==> src/rtl/dl11_pkg.sv <==
// dl11_pkg: shared definitions for the DL11-style console register block.
//   - byte offsets of RCSR/RBUF/XCSR/XBUF from the base address
//   - CSR bit positions (DONE/READY, IE, MAINT)
//   - bus FSM state enum and the captured bus request record
//   - csr_word(): assembles a status register read value
package dl11_pkg;

   localparam logic [2:0] OFF_RCSR = 3'o0;
   localparam logic [2:0] OFF_RBUF = 3'o2;
   localparam logic [2:0] OFF_XCSR = 3'o4;
   localparam logic [2:0] OFF_XBUF = 3'o6;

   localparam int BIT_DONE  = 7;
   localparam int BIT_READY = 7;
   localparam int BIT_IE    = 6;
   localparam int BIT_MAINT = 2;

   typedef enum logic [1:0] {
      ST_IDLE  = 2'd0,
      ST_WAIT  = 2'd1,
      ST_REPLY = 2'd2
   } dl11_state_e;

   // One bus cycle as seen when the strobe is detected.
   typedef struct packed {
      logic       iack;   // interrupt acknowledge (IAKO & DIN)
      logic       rd;     // DIN cycle
      logic       hi;     // byte write to the odd (high) byte
      logic [2:0] off;    // register byte offset, bit 0 forced to 0
      logic [7:0] wdata;  // low byte of the write data
   } dl11_req_t;

   function automatic logic [15:0] csr_word(input logic flag, input logic ie, input logic mnt);
      logic [15:0] w;
      w            = '0;
      w[BIT_DONE]  = flag;
      w[BIT_IE]    = ie;
      w[BIT_MAINT] = mnt;
      return w;
   endfunction

endpackage

==> src/rtl/dl11_byte_fifo.sv <==
// dl11_byte_fifo: byte-wide synchronous FIFO used for the TX and RX paths.
// Ports:
//   clk, reset   clock, asynchronous active-high reset
//   clear        synchronous flush (bus INIT)
//   push, din    write request and data; accepted when not full or when a pop
//                happens in the same clock (pop frees the slot first)
//   pop          read request; ignored when empty
//   dout         current head entry
//   full, empty  status flags
//   count        number of stored entries, $clog2(DEPTH)+1 bits
// DEPTH must be a power of two >= 2 so the pointers wrap naturally.
module dl11_byte_fifo #(
   parameter int unsigned DEPTH = 16
) (
   input  logic                     clk,
   input  logic                     reset,
   input  logic                     clear,
   input  logic                     push,
   input  logic [7:0]               din,
   input  logic                     pop,
   output logic [7:0]               dout,
   output logic                     full,
   output logic                     empty,
   output logic [$clog2(DEPTH):0]   count
);

   localparam int AW = $clog2(DEPTH);
   localparam logic [AW:0] FULL_CNT = (AW+1)'(DEPTH);

   logic [7:0]    mem [DEPTH];
   logic [AW-1:0] wr_ptr;
   logic [AW-1:0] rd_ptr;
   logic [AW:0]   cnt;
   logic          do_push;
   logic          do_pop;

   assign empty   = (cnt == '0);
   assign full    = (cnt == FULL_CNT);
   assign do_pop  = pop & ~empty;
   assign do_push = push & (~full | do_pop);
   assign dout    = mem[rd_ptr];
   assign count   = cnt;

   always_ff @(posedge clk or posedge reset) begin
      if (reset) begin
         wr_ptr <= '0;
         rd_ptr <= '0;
         cnt    <= '0;
      end else if (clear) begin
         wr_ptr <= '0;
         rd_ptr <= '0;
         cnt    <= '0;
      end else begin
         if (do_push) wr_ptr <= wr_ptr + AW'(1);
         if (do_pop)  rd_ptr <= rd_ptr + AW'(1);
         case ({do_push, do_pop})
            2'b10:   cnt <= cnt + (AW+1)'(1);
            2'b01:   cnt <= cnt - (AW+1)'(1);
            default: cnt <= cnt;
         endcase
      end
   end

   // Storage needs no reset: entries are only visible through the pointers.
   always_ff @(posedge clk) begin
      if (do_push && !clear) mem[wr_ptr] <= din;
   end

endmodule

==> src/rtl/dl11_console_fifo.sv <==
// dl11_console_fifo: DL11-style console serial register block for the vm1 bus.
// Registers at BASE_ADDR: RCSR(+0) RBUF(+2) XCSR(+4) XBUF(+6), backed by
// byte FIFOs towards a UART or bench source/sink, with RX/TX interrupts.
// Ports:
//   clk, reset        clock, asynchronous active-high reset
//   addr_i, data_i    bus address (with SYNC) and write data (with DOUT)
//   data_o            read data / interrupt vector while replying, else 0
//   SYNC DIN DOUT     address, read and write strobes
//   WTBT              byte access; odd-byte writes are ignored
//   IAKO              interrupt acknowledge, qualified by DIN
//   INIT              synchronous soft reset of registers and FIFOs
//   RPLY, VIRQ        reply and interrupt request
//   tx_data/valid/ready  TX byte stream out (pop when valid & ready)
//   rx_data/valid/ready  RX byte stream in (push when valid & ready)
//   dbg_state         bus FSM state
//   dbg_tx_count, dbg_rx_count  FIFO fill levels
// Handshake: a byte moves on a stream port in any clock where valid and
// ready are both high at the rising edge; valid never depends on ready.
// Optional feature: CONSOLE_LOOPBACK_EN adds XCSR bit 2 (MAINT), which feeds
// the TX FIFO head straight into the RX FIFO and silences the TX stream.
module dl11_console_fifo
   import dl11_pkg::*;
#(
   parameter logic [15:0] BASE_ADDR = 16'o177560,
   parameter int unsigned TX_DEPTH  = 16,
   parameter int unsigned RX_DEPTH  = 16,
   parameter int unsigned WAIT      = 0,
   parameter logic [15:0] VEC_RX    = 16'o60,
   parameter logic [15:0] VEC_TX    = 16'o64
) (
   input  logic                        clk,
   input  logic                        reset,
   input  logic [15:0]                 addr_i,
   input  logic [15:0]                 data_i,
   output logic [15:0]                 data_o,
   input  logic                        SYNC,
   input  logic                        DIN,
   input  logic                        DOUT,
   input  logic                        WTBT,
   input  logic                        IAKO,
   input  logic                        INIT,
   output logic                        RPLY,
   output logic                        VIRQ,
   output logic [7:0]                  tx_data,
   output logic                        tx_valid,
   input  logic                        tx_ready,
   input  logic [7:0]                  rx_data,
   input  logic                        rx_valid,
   output logic                        rx_ready,
   output dl11_state_e                 dbg_state,
   output logic [$clog2(TX_DEPTH):0]   dbg_tx_count,
   output logic [$clog2(RX_DEPTH):0]   dbg_rx_count
);

   localparam logic [2:0] WAIT_LAST = (WAIT == 0) ? 3'd0 : 3'(WAIT - 1);

   dl11_state_e state, state_nx;
   logic [2:0]  wcnt;
   dl11_req_t   req_new, req_q, req_cur;
   logic        start_acc, start_iack, enter_reply;

   logic        rx_ie, tx_ie, tx_ie_nx, tx_arm, ready_q, maint;
   logic        rx_irq, tx_rdy;
   logic        do_rd, do_wr, iack_go, tx_ack, ie_rise, ready_rise;
   logic        rcsr_wr, xcsr_wr, tx_push_bus, rx_pop_bus;
   logic [15:0] rdata;

   logic [7:0]  tx_head, rx_head, rx_din;
   logic        tx_full, tx_empty, rx_full, rx_empty;
   logic        tx_pop, rx_push;

   logic        unused_bits;
   assign unused_bits = ^data_i[15:8];

   // ---------------- request capture ----------------
   assign req_new = '{iack:  IAKO & DIN,
                      rd:    DIN,
                      hi:    WTBT & addr_i[0],
                      off:   {addr_i[2:1], 1'b0},
                      wdata: data_i[7:0]};

   assign start_iack = IAKO & DIN & VIRQ;
   assign start_acc  = SYNC & ~IAKO & (DIN | DOUT) & (addr_i[15:3] == BASE_ADDR[15:3]);

   // With WAIT=0 the reply is entered in the detect clock, so the live
   // request is used there; otherwise the captured one.
   assign req_cur = (state == ST_IDLE) ? req_new : req_q;

   // ---------------- bus FSM ----------------
   always_ff @(posedge clk or posedge reset) begin
      if (reset) begin
         state <= ST_IDLE;
         wcnt  <= '0;
         req_q <= '0;
      end else begin
         state <= state_nx;
         if (state == ST_IDLE) begin
            wcnt <= '0;
            if (start_acc || start_iack) req_q <= req_new;
         end else if (state == ST_WAIT) begin
            wcnt <= wcnt + 3'd1;
         end
      end
   end

   always_comb begin
      state_nx    = state;
      enter_reply = 1'b0;
      if (INIT) begin
         state_nx = ST_IDLE;
      end else begin
         case (state)
            ST_IDLE: begin
               if (start_acc || start_iack) begin
                  if (WAIT == 0) begin
                     state_nx    = ST_REPLY;
                     enter_reply = 1'b1;
                  end else begin
                     state_nx = ST_WAIT;
                  end
               end
            end
            ST_WAIT: begin
               if (wcnt == WAIT_LAST) begin
                  state_nx    = ST_REPLY;
                  enter_reply = 1'b1;
               end
            end
            ST_REPLY: begin
               if (!DIN && !DOUT) state_nx = ST_IDLE;
            end
            default: state_nx = ST_IDLE;
         endcase
      end
   end

   assign RPLY      = (state == ST_REPLY);
   assign dbg_state = state;

   // ---------------- register side effects (once, on reply entry) ----------------
   assign rx_irq      = rx_ie & ~rx_empty;
   assign tx_rdy      = ~tx_full;
   assign VIRQ        = rx_irq | tx_arm;

   assign iack_go     = enter_reply & req_cur.iack;
   assign do_rd       = enter_reply & ~req_cur.iack & req_cur.rd;
   assign do_wr       = enter_reply & ~req_cur.iack & ~req_cur.rd & ~req_cur.hi;
   assign rcsr_wr     = do_wr & (req_cur.off == OFF_RCSR);
   assign xcsr_wr     = do_wr & (req_cur.off == OFF_XCSR);
   assign tx_push_bus = do_wr & (req_cur.off == OFF_XBUF);
   assign rx_pop_bus  = do_rd & (req_cur.off == OFF_RBUF) & ~rx_empty;

   // RX wins the acknowledge; only a TX acknowledge consumes tx_arm.
   assign tx_ack      = iack_go & ~rx_irq;
   assign tx_ie_nx    = xcsr_wr ? req_cur.wdata[BIT_IE] : tx_ie;
   assign ie_rise     = xcsr_wr & req_cur.wdata[BIT_IE] & ~tx_ie & tx_rdy;
   assign ready_rise  = tx_rdy & ~ready_q;

   always_comb begin
      rdata = '0;
      if (iack_go) begin
         rdata = rx_irq ? VEC_RX : VEC_TX;
      end else if (do_rd) begin
         case (req_cur.off)
            OFF_RCSR: rdata = csr_word(~rx_empty, rx_ie, 1'b0);
            OFF_RBUF: rdata = rx_empty ? 16'd0 : {8'd0, rx_head};
            OFF_XCSR: rdata = csr_word(tx_rdy, tx_ie, maint);
            default:  rdata = '0;
         endcase
      end
   end

   always_ff @(posedge clk or posedge reset) begin
      if (reset) begin
         rx_ie   <= 1'b0;
         tx_ie   <= 1'b0;
         tx_arm  <= 1'b0;
         ready_q <= 1'b1;
         data_o  <= '0;
      end else if (INIT) begin
         rx_ie   <= 1'b0;
         tx_ie   <= 1'b0;
         tx_arm  <= 1'b0;
         ready_q <= 1'b1;
         data_o  <= '0;
      end else begin
         if (rcsr_wr) rx_ie <= req_cur.wdata[BIT_IE];
         tx_ie   <= tx_ie_nx;
         ready_q <= tx_rdy;
         // A set event beats a same-clock acknowledge so no TX edge is lost.
         if (!tx_ie_nx)                 tx_arm <= 1'b0;
         else if (ready_rise || ie_rise) tx_arm <= 1'b1;
         else if (tx_ack)               tx_arm <= 1'b0;
         if (enter_reply)               data_o <= rdata;
         else if (state_nx != ST_REPLY) data_o <= '0;
      end
   end

   // ---------------- stream routing ----------------
`ifdef CONSOLE_LOOPBACK_EN
   logic lb_move;
   always_ff @(posedge clk or posedge reset) begin
      if (reset)        maint <= 1'b0;
      else if (INIT)    maint <= 1'b0;
      else if (xcsr_wr) maint <= req_cur.wdata[BIT_MAINT];
   end
   assign lb_move  = maint & ~tx_empty & ~rx_full;
   assign tx_valid = ~maint & ~tx_empty;
   assign tx_pop   = maint ? lb_move : (tx_valid & tx_ready);
   assign rx_push  = maint ? lb_move : rx_valid;
   assign rx_din   = maint ? tx_head : rx_data;
`else
   assign maint    = 1'b0;
   assign tx_valid = ~tx_empty;
   assign tx_pop   = tx_valid & tx_ready;
   assign rx_push  = rx_valid;
   assign rx_din   = rx_data;
`endif

   assign tx_data  = tx_head;
   assign rx_ready = ~rx_full;

   dl11_byte_fifo #(.DEPTH(TX_DEPTH)) u_tx_fifo (
      .clk   (clk),
      .reset (reset),
      .clear (INIT),
      .push  (tx_push_bus),
      .din   (req_cur.wdata),
      .pop   (tx_pop),
      .dout  (tx_head),
      .full  (tx_full),
      .empty (tx_empty),
      .count (dbg_tx_count)
   );

   dl11_byte_fifo #(.DEPTH(RX_DEPTH)) u_rx_fifo (
      .clk   (clk),
      .reset (reset),
      .clear (INIT),
      .push  (rx_push),
      .din   (rx_din),
      .pop   (rx_pop_bus),
      .dout  (rx_head),
      .full  (rx_full),
      .empty (rx_empty),
      .count (dbg_rx_count)
   );

endmodule

==> config.mk <==
export PLATFORM = sky130hd
export DESIGN_NAME = dl11_console_fifo
export DESIGN_NICKNAME = d
export VERILOG_FILES = /design/src/rtl/dl11_pkg.sv /design/src/rtl/dl11_byte_fifo.sv /design/src/rtl/dl11_console_fifo.sv
export SDC_FILE = /design/constraint.sdc
export NUM_CORES = 1
export LEC_CHECK = 0
export BUFFER_PORTS_ARGS = -buffer_cell sky130_fd_sc_hd__buf_2
export CAP_MARGIN = 20
export CELL_PAD_IN_SITES_DETAIL_PLACEMENT = 1
export CELL_PAD_IN_SITES_GLOBAL_PLACEMENT = 2
export CORE_UTILIZATION = 46
export DETAILED_ROUTE_END_ITERATION = 10
export PLACE_DENSITY_LB_ADDON = 0.1
export SYNTH_ARGS = -nofsm -noshare
export SYNTH_HDL_FRONTEND = slang
export SYNTH_HIERARCHICAL = 1
export SYNTH_SLANG_ARGS = --single-unit
==> constraint.sdc <==
create_clock -name clk -period 4.3 [get_ports clk]
set_input_delay 0.645 -clock clk [delete_from_list [all_inputs] [get_ports clk]]
set_output_delay 0.645 -clock clk [all_outputs]
set_load 0.01 [all_outputs]
=== Yosys cells after proc, flatten, opt, wreduce, memory -nomap -nowiden ===
Memories as Yosys holds them, arrays and structs flattened.
Index checks and enable logic that the tools add are counted.

* $add $sub $neg: 9
* Equality and inequality tests: 14
* Mux-type cells: 45
* Bitwise gates (word level): 42
* Reduce and logical (&&, ||, !) cells: 23

{| class="wikitable"
|+ Operators with widths
! cell !! number
|-
| $mux 16 || 3
|-
| $mux 4 || 8
|-
| $and 1x1->1 || 27
|-
| $mux 8 || 3
|-
| $pmux 8 s3 || 1
|-
| $pmux 5 s2 || 2
|-
| $add 4x1->4 const B || 4
|-
| $mux 1 || 16
|-
| $mux 14 || 1
|-
| $eq 13x13->1 const B || 1
|-
| $reduce_bool 2->1 || 6
|-
| $not 1->1 || 11
|-
| $add 5x1->5 const B || 2
|-
| $eq 5x5->1 const B || 2
|-
| $logic_not 5->1 || 2
|-
| $mux 5 || 2
|-
| $sub 5x1->5 const B || 2
|-
| $mux 3 || 3
|-
| $reduce_bool 3->1 || 3
|-
| $mux 2 || 4
|-
| $eq 2x1->1 const B || 3
|-
| $eq 2x2->1 const B || 3
|-
| $eq 3x3->1 const B || 2
|-
| $logic_not 3->1 || 2
|-
| other kinds (12) || 20
|}

* Flip-flop bits (word level): 64
* Memory bits (writable): 256
* Word-level logic and storage cells: 153
* Memories: 2

{| class="wikitable"
|+ Memory list
! memory !! depth !! width !! read ports !! clocked after Yosys merged registers in !! wr ports !! line !! source
|-
| u_rx_fifo.mem || 16 || 8 || 1 || 0 || 1 || dl11_byte_fifo.sv:30 || <nowiki>logic [7:0] mem [DEPTH];</nowiki>
|-
| u_tx_fifo.mem || 16 || 8 || 1 || 0 || 1 || dl11_byte_fifo.sv:30 ||
|}

=== Depth between registers and ports, before layout ===
* Word-level depth: 20
* Gate-level depth with buffers: 16

=== Modules after synthesis ===
Netlist, hierarchy kept.

{| class="wikitable"
|+ By module, submodules not included
! module !! times used !! cells an instance !! area an instance (um2) !! sequential area each (um2)
|-
| dl11_byte_fifo || 2 || 296 || 5818.1 || 4169.0
|-
| dl11_console_fifo || 1 || 180 || 1815.5 || 752.0
|}

=== Worst setup path after synthesis ===
OpenSTA, ideal clock, no wires.

* Path kind: register -> register
* Start: register u_rx_fifo.cnt[0], in the netlist u_rx_fifo/count[0]
* End: register u_tx_fifo.cnt[4], in the netlist u_tx_fifo/count[4]
* Setup time: 136 ps
* Data arrival time: 3648 ps
* Required time: 4164 ps
* Setup slack: 516 ps
* Stages on the path, launching flop included: 17
* Buffers on the path: 1
* Period minus slack after synthesis: 3784 ps
* Path through: dfrtp_1 > or4_1 > buf_6 > nor2_1 > nor2b_1 > o211ai_1 > o311a_4 > nor2_1 > and3b_1 > inv_1 > o211ai_4 > inv_2 > ha_1 > or2_2 > o21a_1 > o2111ai_1 > a21oi_1

* Longest elaborated chain between the ends: 17

{| class="wikitable"
|+ RTL lines
! item !! line !! source
|-
| from (decl) || dl11_byte_fifo.sv:33 || <nowiki>logic [AW:0] cnt;</nowiki>
|-
| from (signal assigned) || dl11_byte_fifo.sv:57 || <nowiki>2'b10: cnt <= cnt + (AW+1)'(1);</nowiki>
|-
| from (signal assigned) || dl11_byte_fifo.sv:58 || <nowiki>2'b01: cnt <= cnt - (AW+1)'(1);</nowiki>
|-
| from (signal assigned) || dl11_byte_fifo.sv:59 || <nowiki>default: cnt <= cnt;</nowiki>
|-
| $logic_not 5->1 (*) || dl11_byte_fifo.sv:37 || <nowiki>assign empty = (cnt == '0);</nowiki>
|-
| via rx_empty || dl11_console_fifo.sv:69 || <nowiki>logic tx_full, tx_empty, rx_full, rx_empty;</nowiki>
|-
| $not 1->1 (*) || dl11_console_fifo.sv:141 || <nowiki>assign rx_irq = rx_ie & ~rx_empty;</nowiki>
|-
| $and 1x1->1 (*) || dl11_console_fifo.sv:141 ||
|-
| $or 1x1->1 (*) || dl11_console_fifo.sv:143 || <nowiki>assign VIRQ = rx_irq | tx_arm;</nowiki>
|-
| $and 1x1->1 (*) || dl11_console_fifo.sv:82 || <nowiki>assign start_iack = IAKO & DIN & VIRQ;</nowiki>
|-
| $logic_or 1x1->1 (*) || dl11_console_fifo.sv:114 || <nowiki>if (start_acc || start_iack) begin</nowiki>
|-
| $mux 1 (*) || dl11_console_fifo.sv:114 ||
|-
| $pmux 1 s2 (*) || dl11_console_fifo.sv:112 || <nowiki>case (state)</nowiki>
|-
| $mux 1 (*) || dl11_console_fifo.sv:109 || <nowiki>if (INIT) begin</nowiki>
|-
| $and 1x1->1 (*) (3 in series) || dl11_console_fifo.sv:147 || <nowiki>assign do_wr = enter_reply & ~req_cur.iack & ~req_cur.rd & ~req_cur.hi;</nowiki>
|-
| $and 1x1->1 (*) || dl11_console_fifo.sv:150 || <nowiki>assign tx_push_bus = do_wr & (req_cur.off == OFF_XBUF);</nowiki>
|-
| via tx_push_bus || dl11_console_fifo.sv:65 || <nowiki>logic rcsr_wr, xcsr_wr, tx_push_bus, rx_pop_bus;</nowiki>
|-
| $and 1x1->1 (*) || dl11_byte_fifo.sv:40 || <nowiki>assign do_push = push & (~full | do_pop);</nowiki>
|-
| $eq 2x1->1 or $eq 2x2->1 (tied branches) || dl11_byte_fifo.sv:56 || <nowiki>case ({do_push, do_pop})</nowiki>
|-
| $pmux 5 s2 || dl11_byte_fifo.sv:56 ||
|-
| $mux 5 || dl11_byte_fifo.sv:49 || <nowiki>end else if (clear) begin</nowiki>
|-
| to (signal assigned) || dl11_byte_fifo.sv:57 ||
|-
| to (signal assigned) || dl11_byte_fifo.sv:58 ||
|-
| to (signal assigned) || dl11_byte_fifo.sv:59 ||
|-
| to (decl) || dl11_byte_fifo.sv:33 ||
|}

Mark *: on every way through the listed nets, which the timed path passes. The rest lies on a longest branch.
A chain may end at the register's enable or synchronous reset.

=== Worst setup path in the final report ===
* Start: register u_rx_fifo.cnt[3], in the netlist u_rx_fifo/count[3]
* End: register u_tx_fifo.cnt[4], in the netlist u_tx_fifo/count[4]

The elaborated chain is that of the path after synthesis.

==> metrics.yaml <==
cts:
  cts_buffers: 34
  clkSinkCount: 312
  cts_max_path_buffers: 3
  clk_pin_slew_ns: 0.06
  cts_tree: "done"
  cts_max_level: 2
  clk_latency_ns: 0.52
  clockRootBuffer: "clkbuf_16"
global_route:
  grt_pass1_wl_um: 46310
  grt_pass1_vias: 7879
  grt_max_degree: 36
  antenna_found_initial: 0
  overflow: 0
  grt_usage_pct: 20.46
sta:
  slew_headroom_pct: 40.62
  fin_crit_ns: 4.004
  post-route-period-util_pct: 93.11
  fin_skew_ns: 0.02074
  whs_ns: 0.2073
  hold_viol_final: 0
  finalSetupTns_ns: 0
  worst-slew-pin-transition_ns: 0.8874
  rsz0062_at_grt: "false"
  finalSetupViolCount: 0
  slew_viol_final: 0
  fmax_ghz: 0.2498
logic_synthesis:
  synth_edf_count: 256
  synth_compound_area_share_pct: 4.902
  syn_avg_cell_area_um2: 17.42
  synth.distinct_cells: 68
  synth_fa_ha_area_share_pct: 1.972
  muxShareOfSynthArea_pct: 15.47
  yosysWarnings: 6
  synthArstFlopShare_pct: 17.95
  ys_seq_elements: 312
  synth-seq-area-share_pct: 67.58
  ys.flop_type: "edfxtp_1"
  yosys.area_share.simple_pct: 6.753
  synth_top_family_by_area: "multiplexers"
  synth_xor_xnor_area_share_pct: 0.7813
  syn-cell-area_um2: 13450
  synthCells: 772
placement:
  hpwl_um: 20370
  dpl_cell_area_um2: 14420
  io_buffers: 73
  gp_congestion: 0.8173
drt:
  firstDrtPassIters: 4
  wl_per_cell_um: 22.77
  ant_nets: 0
  drcViolationCount: 0
  routed_wl_um: 29670
  vias: 7350
  drt_iter0_markers: 546
  via_per_inst: 5.641
power:
  finalPower_mw: 6.410
  ir_worst_vdd_uv: 385.5
  p_comb_share_pct: 2.8
  p_int_mw: 5.115
  powerDensity_nw_per_um2: 412.0
  p_sw_share_pct: 20.20
  p_clk_share_pct: 45.8
  p_switching_mw: 1.295
  p_seq_share_pct: 51.5
  leakage_nw: 5.532
outcome:
  status: "finished, final reports clean"
finish:
  syn_to_final_growth_pct: 15.65
  nets: 963
  seqCellArea_um2: 9092
  diodes: 0
  drive_gt1_share_pct: 31.77
  finalInstanceArea_um2: 15560
  multiInputGateArea_um2: 4051
  n_fill_cell: 2667
critical_path:
  worst-path-buf-inv: 2
  crit_family: "simple AND/OR/NAND/NOR gates"
  criticalPathCategory: "reg2reg"
  path_cells: "or4_1 > nor2_2 > nor2b_1 > o211ai_1 > o311a_4 > nor2_1 > and3b_1 > inv_1 > o211ai_4 > inv_2 > ha_1 > or2_2 > o21a_1 > o2111ai_1 > a21oi_1"
  cp-end-kind: "flip-flop"
  critPathSlowestCell: "or4_1"
  cp_data_required_time_ns: 4.67
  critPathMaxFanout: 7
  start_kind: "flip-flop"
  crit_path_max_incr_delay_ns: 0.55
  cp.arrival_ns: 4.37
run:
  cap_violations: 0
floorplanning:
  io_pins: 90
  die_h_um: 173.0
  die_w_um: 173.0
  rows: 62
  core-area_um2: 28700
  die_area_um2: 29930
  initial_core_util_pct: 46.87
min_path:
  hold_path_class: "in2async"
==> Yosys cell counts (all sizes together), types with 12 or more instances <==
library cell  count  area share, %
o21ai            17           0.63
a21oi            15           0.56
dfrtp            55             10
buf              27            1.5
clkbuf           12           0.33
nor2b            17           0.79
mux4             80             13
edfxtp          256             57
nor2             61            1.8
inv              26           0.73
mux2             17            1.5
nand2            45            1.3
ha               18            1.7
==> final timing paths <==
check                                               startpoint                              end  slack (ns)  cells past startpoint
worst min-delay path                                     reset  u_rx_fifo/wr_ptr[2]$_DFFE_PP0P_        0.21                      2
worst min register to register            req_q[1]$_DFFE_PP0N_             req_q[1]$_DFFE_PP0N_        0.51                      1
min in group clk                                     data_i[5]             req_q[5]$_DFFE_PP0N_        0.39                      2
max in group asynchronous                                reset  u_tx_fifo/rd_ptr[0]$_DFFE_PP0P_        3.67                      2
worst max register to register  u_rx_fifo/count[3]$_DFFE_PP0P_   u_tx_fifo/count[4]$_DFFE_PP0P_        0.30                     15
worst max-delay path            u_rx_fifo/count[3]$_DFFE_PP0P_   u_tx_fifo/count[4]$_DFFE_PP0P_        0.30                     15
==> flip-flops by register name, indices dropped and copies added (netlist names) <==
signal	count
u_tx_fifo/rd_ptr	4
ready_q	1
tx_ie	1
wcnt	3
rx_ie	1
u_rx_fifo/mem	128
data_o	8
u_rx_fifo/wr_ptr	4
u_tx_fifo/wr_ptr	4
u_rx_fifo/count	5
u_tx_fifo/count	5
tx_arm	1
dbg_state	2
req_q	13
u_tx_fifo/mem	128
u_rx_fifo/rd_ptr	4
==> through the flow <==
step / setup slack (ns) / std cells / util (%)
floorplan: 0.5155 / 779 / -
global placement: 0.3074 / 1241 / 50.22
detailed placement: 0.2042 / 1241 / 50.22
CTS: 0.1665 / 1303 / 54.19
global route: 0.1034 / 1303 / 54.20
finish: 0.2964 / 1303 / 54.20
==> cell type report <==
cell class	instances	share of cell area (%)
multi-input cells	402	26.04
inverters	26	0.6274
well taps	384	3.089
flip-flops and latches	312	58.45
clock buffers	41	5.904
clock inverters	21	1.416
repair buffers	117	4.472
==> power by group through the flow <==
stage	logic (mW)	clock network [mW]	registers, mW
after global placement	0.170	0	3.36
after detailed placement	0.182	0	3.36
after floorplan	0.0936	0	3.36
after global routing	0.200	3.11	3.30
after CTS	0.183	2.99	3.30
final	0.179	2.93	3.30
==> kinds of logic after synthesis <==
family / count (synthesis)
adders and majority gates: 20
other: 1
muxes: 105
DFF: 312
AOI/OAI and AO/OA: 81
xor gates and xnor gates: 12
and+or+nand+nor: 176
buffers and inverters: 65
==> routing by layer <==
| layer | up-vias | track usage (%) | part of all wire (%) |
|---|---|---|---|
| li1 | 3274 | - | - |
| met1 | 3857 | 29.23 | 46 |
| met2 | 185 | 33.47 | 48 |
| met3 | 34 | 3.166 | 4.1 |
| met4 | 0 | 4.388 | 1.4 |
| met5 | - | 0 | 0 |
==> placed cells by master, fill, tap and decap left out, types with 3 or more instances in the layout <==
master	instances
a211oi_1	4
a21o_1	3
a21oi_1	15
a22o_1	4
buf_2	73
buf_4	44
bufinv_16	4
clkbuf_1	4
clkbuf_16	35
clkinv_1	6
clkinv_2	9
conb_1	8
dfrtp_1	53
edfxtp_1	256
ha_1	18
inv_1	24
mux2_2	15
mux2i_1	7
mux4_2	80
nand2_1	45
nand2b_1	3
nand3_1	10
nand4_1	3
nor2_1	59
nor2b_1	17
nor3_1	10
o2111ai_1	4
o211ai_1	5
o211ai_2	3
o21a_1	4
o21ai_0	14
o21ai_1	3
o41ai_1	4
or2_2	5
xnor2_1	6
xor2_1	6
==> repair_timing <==
item,in CTS,in global routing
hold buffers,0,0
buffers inserted,0,0
endpoints found under the setup margin,0,1
gates resized for setup,0,1
Note: power is estimated with default switching activity, not from simulation.
